**config.mk**
```make
export PLATFORM = sky130hd
export DESIGN_NAME = lfsr_ctrl
export DESIGN_NICKNAME = d
export VERILOG_FILES = /design/src/rtl/lfsr_ctrl.sv
export SDC_FILE = /design/constraint.sdc
export NUM_CORES = 1
export LEC_CHECK = 0
export BUFFER_PORTS_ARGS = -buffer_cell sky130_fd_sc_hd__buf_2
export CORE_MARGIN = 4
export CORE_UTILIZATION = 38
export CTS_BUF_LIST = sky130_fd_sc_hd__clkbuf_16
export CTS_CLUSTER_DIAMETER = 200
export DETAILED_ROUTE_END_ITERATION = 10
export HOLD_SLACK_MARGIN = 0.02
export PLACE_DENSITY = 0.64
export SKIP_LAST_GASP = 1
export SYNTH_ARGS = -nofsm -noshare
export SYNTH_HDL_FRONTEND = slang
export SYNTH_SLANG_ARGS = --single-unit
```
**constraint.sdc**
```tcl
create_clock -name clk -period 3.1 [get_ports clk]
set_input_delay 0.62 -clock clk [delete_from_list [all_inputs] [get_ports clk]]
set_output_delay 0.62 -clock clk [all_outputs]
set_load 0.005 [all_outputs]
```
**src/rtl/lfsr_ctrl.sv**
```systemverilog
// lfsr_ctrl: configures a serially loaded LFSR (taps, then seed) through its
// reg_in line, then free-runs it and packs the serial output into W-bit words.
module lfsr_ctrl #(
  parameter int N     = 8,
  parameter int W     = 8,
  parameter int CNT_W = 16
) (
  input  logic             clk,
  input  logic             reset,
  input  logic             cfg_valid,
  output logic             cfg_ready,
  input  logic [N-1:0]     taps,
  input  logic [N-1:0]     seed,
  input  logic [CNT_W-1:0] num_words,
  input  logic             stop,
  input  logic             lfsr_out,
  output logic             load_tap_reg,
  output logic             load_s_reg,
  output logic             reg_in,
  output logic [W-1:0]     word_out,
  output logic             word_valid,
  output logic             busy,
  output logic             done
);

  typedef enum logic [1:0] {
    IDLE,
    LOAD_TAP,
    LOAD_SEED,
    RUN
  } state_e;

  localparam int BIT_W  = (N > 1) ? $clog2(N) : 1;
  localparam int PACK_W = $clog2(W);
  localparam logic [BIT_W-1:0]  BIT_LAST  = BIT_W'(N - 1);
  localparam logic [PACK_W-1:0] PACK_LAST = PACK_W'(W - 1);

  state_e             state_q, state_d;
  logic [BIT_W-1:0]   bitCnt_q, bitCnt_d;
  logic [N-1:0]       shift_q, shift_d;
  logic [N-1:0]       seed_q, seed_d;
  logic [CNT_W-1:0]   numWords_q, numWords_d;
  logic [W-1:0]       pack_q, pack_d;
  logic [PACK_W-1:0]  packCnt_q, packCnt_d;
  logic [CNT_W-1:0]   wordCnt_q, wordCnt_d;
  logic [CNT_W-1:0]   wordCntInc;
  logic [W-1:0]       wordOut_q, wordOut_d;
  logic               wordValid_q, wordValid_d;
  logic               done_q, done_d;

  // Next-state logic: capture on handshake, shift taps then seed out MSB first,
  // then pack lfsr_out into words until the count is reached or stop arrives.
  always_comb begin
    state_d     = state_q;
    bitCnt_d    = bitCnt_q;
    shift_d     = shift_q;
    seed_d      = seed_q;
    numWords_d  = numWords_q;
    pack_d      = pack_q;
    packCnt_d   = packCnt_q;
    wordCnt_d   = wordCnt_q;
    wordOut_d   = wordOut_q;
    wordValid_d = 1'b0;
    done_d      = 1'b0;
    wordCntInc  = wordCnt_q + 1'b1;

    case (state_q)
      IDLE: begin
        if (cfg_valid) begin
          state_d    = LOAD_TAP;
          shift_d    = taps;
          seed_d     = seed;
          numWords_d = num_words;
          bitCnt_d   = '0;
          pack_d     = '0;
          packCnt_d  = '0;
          wordCnt_d  = '0;
        end
      end

      LOAD_TAP: begin
        shift_d  = {shift_q[N-2:0], 1'b0};
        bitCnt_d = bitCnt_q + 1'b1;
        if (bitCnt_q == BIT_LAST) begin
          bitCnt_d = '0;
          shift_d  = seed_q;
          state_d  = LOAD_SEED;
        end
        if (stop) begin
          state_d = IDLE;
          done_d  = 1'b1;
        end
      end

      LOAD_SEED: begin
        shift_d  = {shift_q[N-2:0], 1'b0};
        bitCnt_d = bitCnt_q + 1'b1;
        if (bitCnt_q == BIT_LAST) begin
          bitCnt_d = '0;
          state_d  = RUN;
        end
        if (stop) begin
          state_d = IDLE;
          done_d  = 1'b1;
        end
      end

      RUN: begin
        // The cycle carrying the count-end done keeps busy high, then leaves.
        if (done_q) begin
          state_d = IDLE;
        end else begin
          pack_d    = {pack_q[W-2:0], lfsr_out};
          packCnt_d = packCnt_q + 1'b1;
          if (packCnt_q == PACK_LAST) begin
            packCnt_d   = '0;
            wordOut_d   = {pack_q[W-2:0], lfsr_out};
            wordValid_d = 1'b1;
            wordCnt_d   = wordCntInc;
            if ((numWords_q != '0) && (wordCntInc == numWords_q)) begin
              done_d = 1'b1;
            end
          end
          if (stop) begin
            state_d = IDLE;
            done_d  = 1'b1;
          end
        end
      end

      default: begin
        state_d = IDLE;
      end
    endcase
  end

  // State and datapath registers, cleared asynchronously by the shared reset.
  always_ff @(posedge clk or posedge reset) begin
    if (reset) begin
      state_q     <= IDLE;
      bitCnt_q    <= '0;
      shift_q     <= '0;
      seed_q      <= '0;
      numWords_q  <= '0;
      pack_q      <= '0;
      packCnt_q   <= '0;
      wordCnt_q   <= '0;
      wordOut_q   <= '0;
      wordValid_q <= 1'b0;
      done_q      <= 1'b0;
    end else begin
      state_q     <= state_d;
      bitCnt_q    <= bitCnt_d;
      shift_q     <= shift_d;
      seed_q      <= seed_d;
      numWords_q  <= numWords_d;
      pack_q      <= pack_d;
      packCnt_q   <= packCnt_d;
      wordCnt_q   <= wordCnt_d;
      wordOut_q   <= wordOut_d;
      wordValid_q <= wordValid_d;
      done_q      <= done_d;
    end
  end

  assign cfg_ready    = (state_q == IDLE);
  assign busy         = (state_q != IDLE);
  assign load_tap_reg = (state_q == LOAD_TAP);
  assign load_s_reg   = (state_q == LOAD_SEED);
  assign reg_in       = ((state_q == LOAD_TAP) || (state_q == LOAD_SEED)) & shift_q[N-1];
  assign word_out     = wordOut_q;
  assign word_valid   = wordValid_q;
  assign done         = done_q;

endmodule

```
==> impl_results.md <==
* Layout area overhead at 17.01%
* Detail Route met3 WL at 363 um
* CTS root buf: sky130_fd_sc_hd__clkbuf_16
* Clock network fraction of design power at 25.3%
* Number of hold buffers added after CTS at 0
* Worst-Skew Late Latency at 330 ps
* Setup slack on the worst flop-to-flop path at 590 ps
* First-pass GRT wire length at 14.27 mm
* Worst Max-Slew Pin Slew at 718.0 ps
* Final slew viol count at 0
* Switching power summed over all nets at 0.001399 W
* Final core utilization at 45.52%
* Total negative setup slack at 0 ps
* Post-placement worst setup slack at 621.0 ps
* Placed Cells incl. Taps at 524
* Final period util at 80.99%
* Critical R2R Capture: done
* Number of antenna violations at the first check in global routing at 0
* PD cells at 870.6 mW/mm^2
* Placed instance area at 0.004173 mm^2
* Detailed-route wire length per cell at 15.47 um
* Final setup vio count at 0
* Port Buffer Count at 51
* Primary FF master, synth: sky130_fd_sc_hd__dfrtp_1
* Mean instance size in the synthesized netlist at 10.77 um^2
* Placeable Area at 0.009774 mm^2
* Number of flops mapped to enable cells by yosys at 0
* Vias after detailed routing at 2875
* Register bit total from synthesis at 73
* Min Clock Period, post-route at 2511 ps
* Reg area at 0.001827 mm^2
* CP Capture Type: flop
* Switching share of power at 36.11%
* Total of fill cells in the finished design at 913
* RR Startpoint: wordCnt_q[0]
* Leak at 2.040 nW
* Required time at the worst-slack endpoint at 3330 ps
* Die Area at 0.01167 mm^2
* Fmax at 398.3 MHz
* R2R cell count at 7
* Startpoint of the most critical setup path: wordCnt_q[0]
* Max rail drop VDD at 628.9 uV
* Maximum fanout along the worst path at 6
* Type of the worst min-delay path: primary input to asynchronous set/reset pin
* Category of the critical setup timing path: flop to flop
* Number of top-level pins at 52
* Sequential Power Share at 37.5%
* CTS-repair resized insts at 0
* CTS tree: done
* Seq/Total Area, Yosys at 48.04%
* Syn. warnings at 0
* Number of buffers added by the clock tree synthesis step at 9
* Final non-filler cell total at 539
* Standard-cell rows at 36
* Combined area of the multi-input logic cells at 0.001837 mm^2
* Worst slew margin relative to its limit at 52.06%
* Leftover overflow at the end of global routing at 0
* Internal power component at 0.002475 W
* Data arrival time of the worst path at 2740 ps
* Final critical-path setup slack at 589.4 ps
* Post-Syn Nets at 400
* Logic gate share of total power at 37.2%
* Run status: completed
* Placer congestion estimate at 0.8724
* Maximum level of the CTS H-tree at 3
* Final antenna-violating net count at 0
* Synthesized cell area at 0.003802 mm^2
* Number of search-and-repair iterations in the first detailed-routing pass at 4
* Post-detailed-routing wire length at 8.339 mm
* Number of library cell types mapped by synthesis at 49
* Detail-routed via count per cell at 5.334
* Number of clock sinks at 73
* Share of post-route cells with drive strength above 1 at 29.06%
* Critical path endpoint: done
* Detail Route met2 WL at 4.073 mm
* Nets at 449
* Hold Vio Cnt, Final at 0
* Pin count of the biggest net entering global routing at 42
* GRT Overall Usage at 15.38%
* Detail Placement HPWL at 5.960 mm
* Effective utilization at floorplan at 38.90%
* Vertical die dimension at 108.0 um
* Number of maximum-capacitance constraint violations at 0
* Setup Skew at 7.524 ps
* Number of DRC violations after detailed routing at 0
* Post-CTS setup buffer count at 0
* Met1 Wirelength at 3.757 mm
* First DRT Iteration DRCs at 195
* Post-synthesis instance total at 353
* Share of synthesized registers carrying an async set or reset at 100.0%
* Clock tree buffer depth at 2
* Unrepaired setup endpoints after global routing: no
* Chip width at 108.0 um
* Summed area of non-filler cells in the final layout at 0.004449 mm^2
* Vias in the first global route at 2847
* Uppermost layer routed: met4
* Antenna Diode Count at 0
* Register clock-pin slew on the reported worst setup and hold paths at 60 ps
* Startpoint type of the worst setup path: flop
==> cell type report <==
| cell class | instances | area share, % |
|---|---|---|
| Multi-Input combinational cell | 252 | 41.28 |
| Sequential cell | 73 | 41.06 |
| Timing Repair Buffer | 56 | 6.862 |
| Clock buffer | 9 | 5.062 |
| Tap cell | 133 | 3.740 |
| Clock inverter | 6 | 1.153 |
| Inverter | 10 | 0.8436 |
==> state kept, by name, summed over array words and instances, names as in the netlist <==
register	count
word_valid	1
done	1
bitCnt_q	3
wordCnt_q	16
numWords_q	16
state_q	2
pack_q	7
word_out	8
shift_q	8
packCnt_q	3
seed_q	8
==> cells in the final DEF (no fill, tap or decap), types with 3 or more instances in the layout <==
cell and n:
sky130_fd_sc_hd__and2_1 3, sky130_fd_sc_hd__buf_2 51, sky130_fd_sc_hd__mux2_2 37, sky130_fd_sc_hd__xnor2_1 15, sky130_fd_sc_hd__nor2_1 10, sky130_fd_sc_hd__nor4_1 4, sky130_fd_sc_hd__a32o_1 3, sky130_fd_sc_hd__clkbuf_16 9
sky130_fd_sc_hd__and3_1 3, sky130_fd_sc_hd__inv_1 10, sky130_fd_sc_hd__buf_4 4, sky130_fd_sc_hd__nand2_1 35, sky130_fd_sc_hd__nor3_1 8, sky130_fd_sc_hd__dfrtp_1 73, sky130_fd_sc_hd__xor2_1 4, sky130_fd_sc_hd__a21o_1 5
sky130_fd_sc_hd__a22oi_1 7, sky130_fd_sc_hd__nand3_1 11, sky130_fd_sc_hd__a22o_1 18, sky130_fd_sc_hd__ha_1 10, sky130_fd_sc_hd__nor2b_1 5, sky130_fd_sc_hd__o31ai_1 5, sky130_fd_sc_hd__a21oi_1 3, sky130_fd_sc_hd__nand4_1 6
sky130_fd_sc_hd__nand2b_1 6, sky130_fd_sc_hd__o21ai_0 29
==> cells in the mapped netlist, types with 2 or more instances <==
master	n	area [um^2]
sky130_fd_sc_hd__a21o_2	2	17.52
sky130_fd_sc_hd__a31o_2	2	17.52
sky130_fd_sc_hd__a22o_1	18	157.7
sky130_fd_sc_hd__or3_4	2	22.52
sky130_fd_sc_hd__xor2_1	4	35.03
sky130_fd_sc_hd__nor4_1	4	25.02
sky130_fd_sc_hd__nand2b_1	6	37.54
sky130_fd_sc_hd__ha_1	10	125.1
sky130_fd_sc_hd__a22oi_1	7	52.55
sky130_fd_sc_hd__o21ai_0	29	145.1
sky130_fd_sc_hd__nand2_1	35	131.4
sky130_fd_sc_hd__a21oi_1	3	15.01
sky130_fd_sc_hd__o211ai_1	2	15.01
sky130_fd_sc_hd__dfrtp_1	73	1827
sky130_fd_sc_hd__nor2b_1	5	31.28
sky130_fd_sc_hd__nor3_1	8	40.04
sky130_fd_sc_hd__and3_1	3	18.77
sky130_fd_sc_hd__or2_2	2	12.51
sky130_fd_sc_hd__buf_2	2	10.01
sky130_fd_sc_hd__nand4_1	6	37.54
sky130_fd_sc_hd__and2_1	3	18.77
sky130_fd_sc_hd__a31oi_1	2	12.51
sky130_fd_sc_hd__a21o_1	5	37.54
sky130_fd_sc_hd__a32o_1	3	30.03
sky130_fd_sc_hd__buf_4	2	15.01
sky130_fd_sc_hd__mux2_2	37	416.7
sky130_fd_sc_hd__o31ai_1	5	37.54
sky130_fd_sc_hd__clkbuf_1	10	37.54
sky130_fd_sc_hd__inv_1	10	37.54
sky130_fd_sc_hd__nand3_1	11	55.05
sky130_fd_sc_hd__nor2_1	10	37.54
sky130_fd_sc_hd__xnor2_1	15	131.4
==> cell families (layout without fill, tap and decap cells) <==
family                   Yosys count  count (layout)  synth area share (%)
AND/OR/NAND/NOR                  100             100                 13.33
AO/OA/AOI/OAI                     84              84                 15.66
flip-flops                        73              73                 48.04
multiplexers                      38              38                 11.22
buffers and inverters             28              81                 3.652
XOR/XNOR                          20              20                 4.804
adder cells (fa/ha/maj)           10              10                 3.291
==> how the worst min path moves through the flow <==
stage,from,slack [ps],depth (start not counted),to
after floorplan,shift_q[7],440,2,shift_q[7]
after global placement,shift_q[7],460,2,shift_q[7]
after detailed placement,shift_q[3],480,2,shift_q[3]
after CTS,reset,420,2,state_q[1]
after global routing,reset,460,2,state_q[1]
final,reset,400,2,state_q[1]
==> metal layers <==
layer  track usage (%)  vias to the layer above
met2             24.20                       80
met3             4.000                       15
met1             20.51                     1402
met5                 0                        -
met4             5.591                        0
li1                  -                     1378
==> critical path: stages (launching register included) <==
cell and delay (ps):
sky130_fd_sc_hd__dfrtp_1 430, sky130_fd_sc_hd__ha_1 280, sky130_fd_sc_hd__nand4_1 220, sky130_fd_sc_hd__or2_1 300
sky130_fd_sc_hd__o31a_1 310, sky130_fd_sc_hd__a2111oi_2 420, sky130_fd_sc_hd__nand4_1 150, sky130_fd_sc_hd__o31ai_1 300
==> per-stage QoR <==
stage / hold WS, ps / total power [W]
finish: 399.4 / 0.003873
CTS: 421.1 / 0.003911
global placement: 463.5 / 0.002867
floorplan: 442.4 / 0.002496
detailed placement: 477.1 / 0.002906
global route: 459.1 / 0.004157
==> power by group through the flow <==
stage | registers, W | logic [W] | clock network (W)
2_1_floorplan | 0.00139 | 0.00111 | 0
3_3_place_gp | 0.00146 | 0.00141 | 0
3_5_place_dp | 0.00147 | 0.00144 | 0
4_1_cts | 0.00145 | 0.00145 | 0.00101
5_1_grt | 0.00149 | 0.00162 | 0.00105
6_report | 0.00145 | 0.00144 | 0.000980
Note: power is estimated with default switching activity, not from simulation.
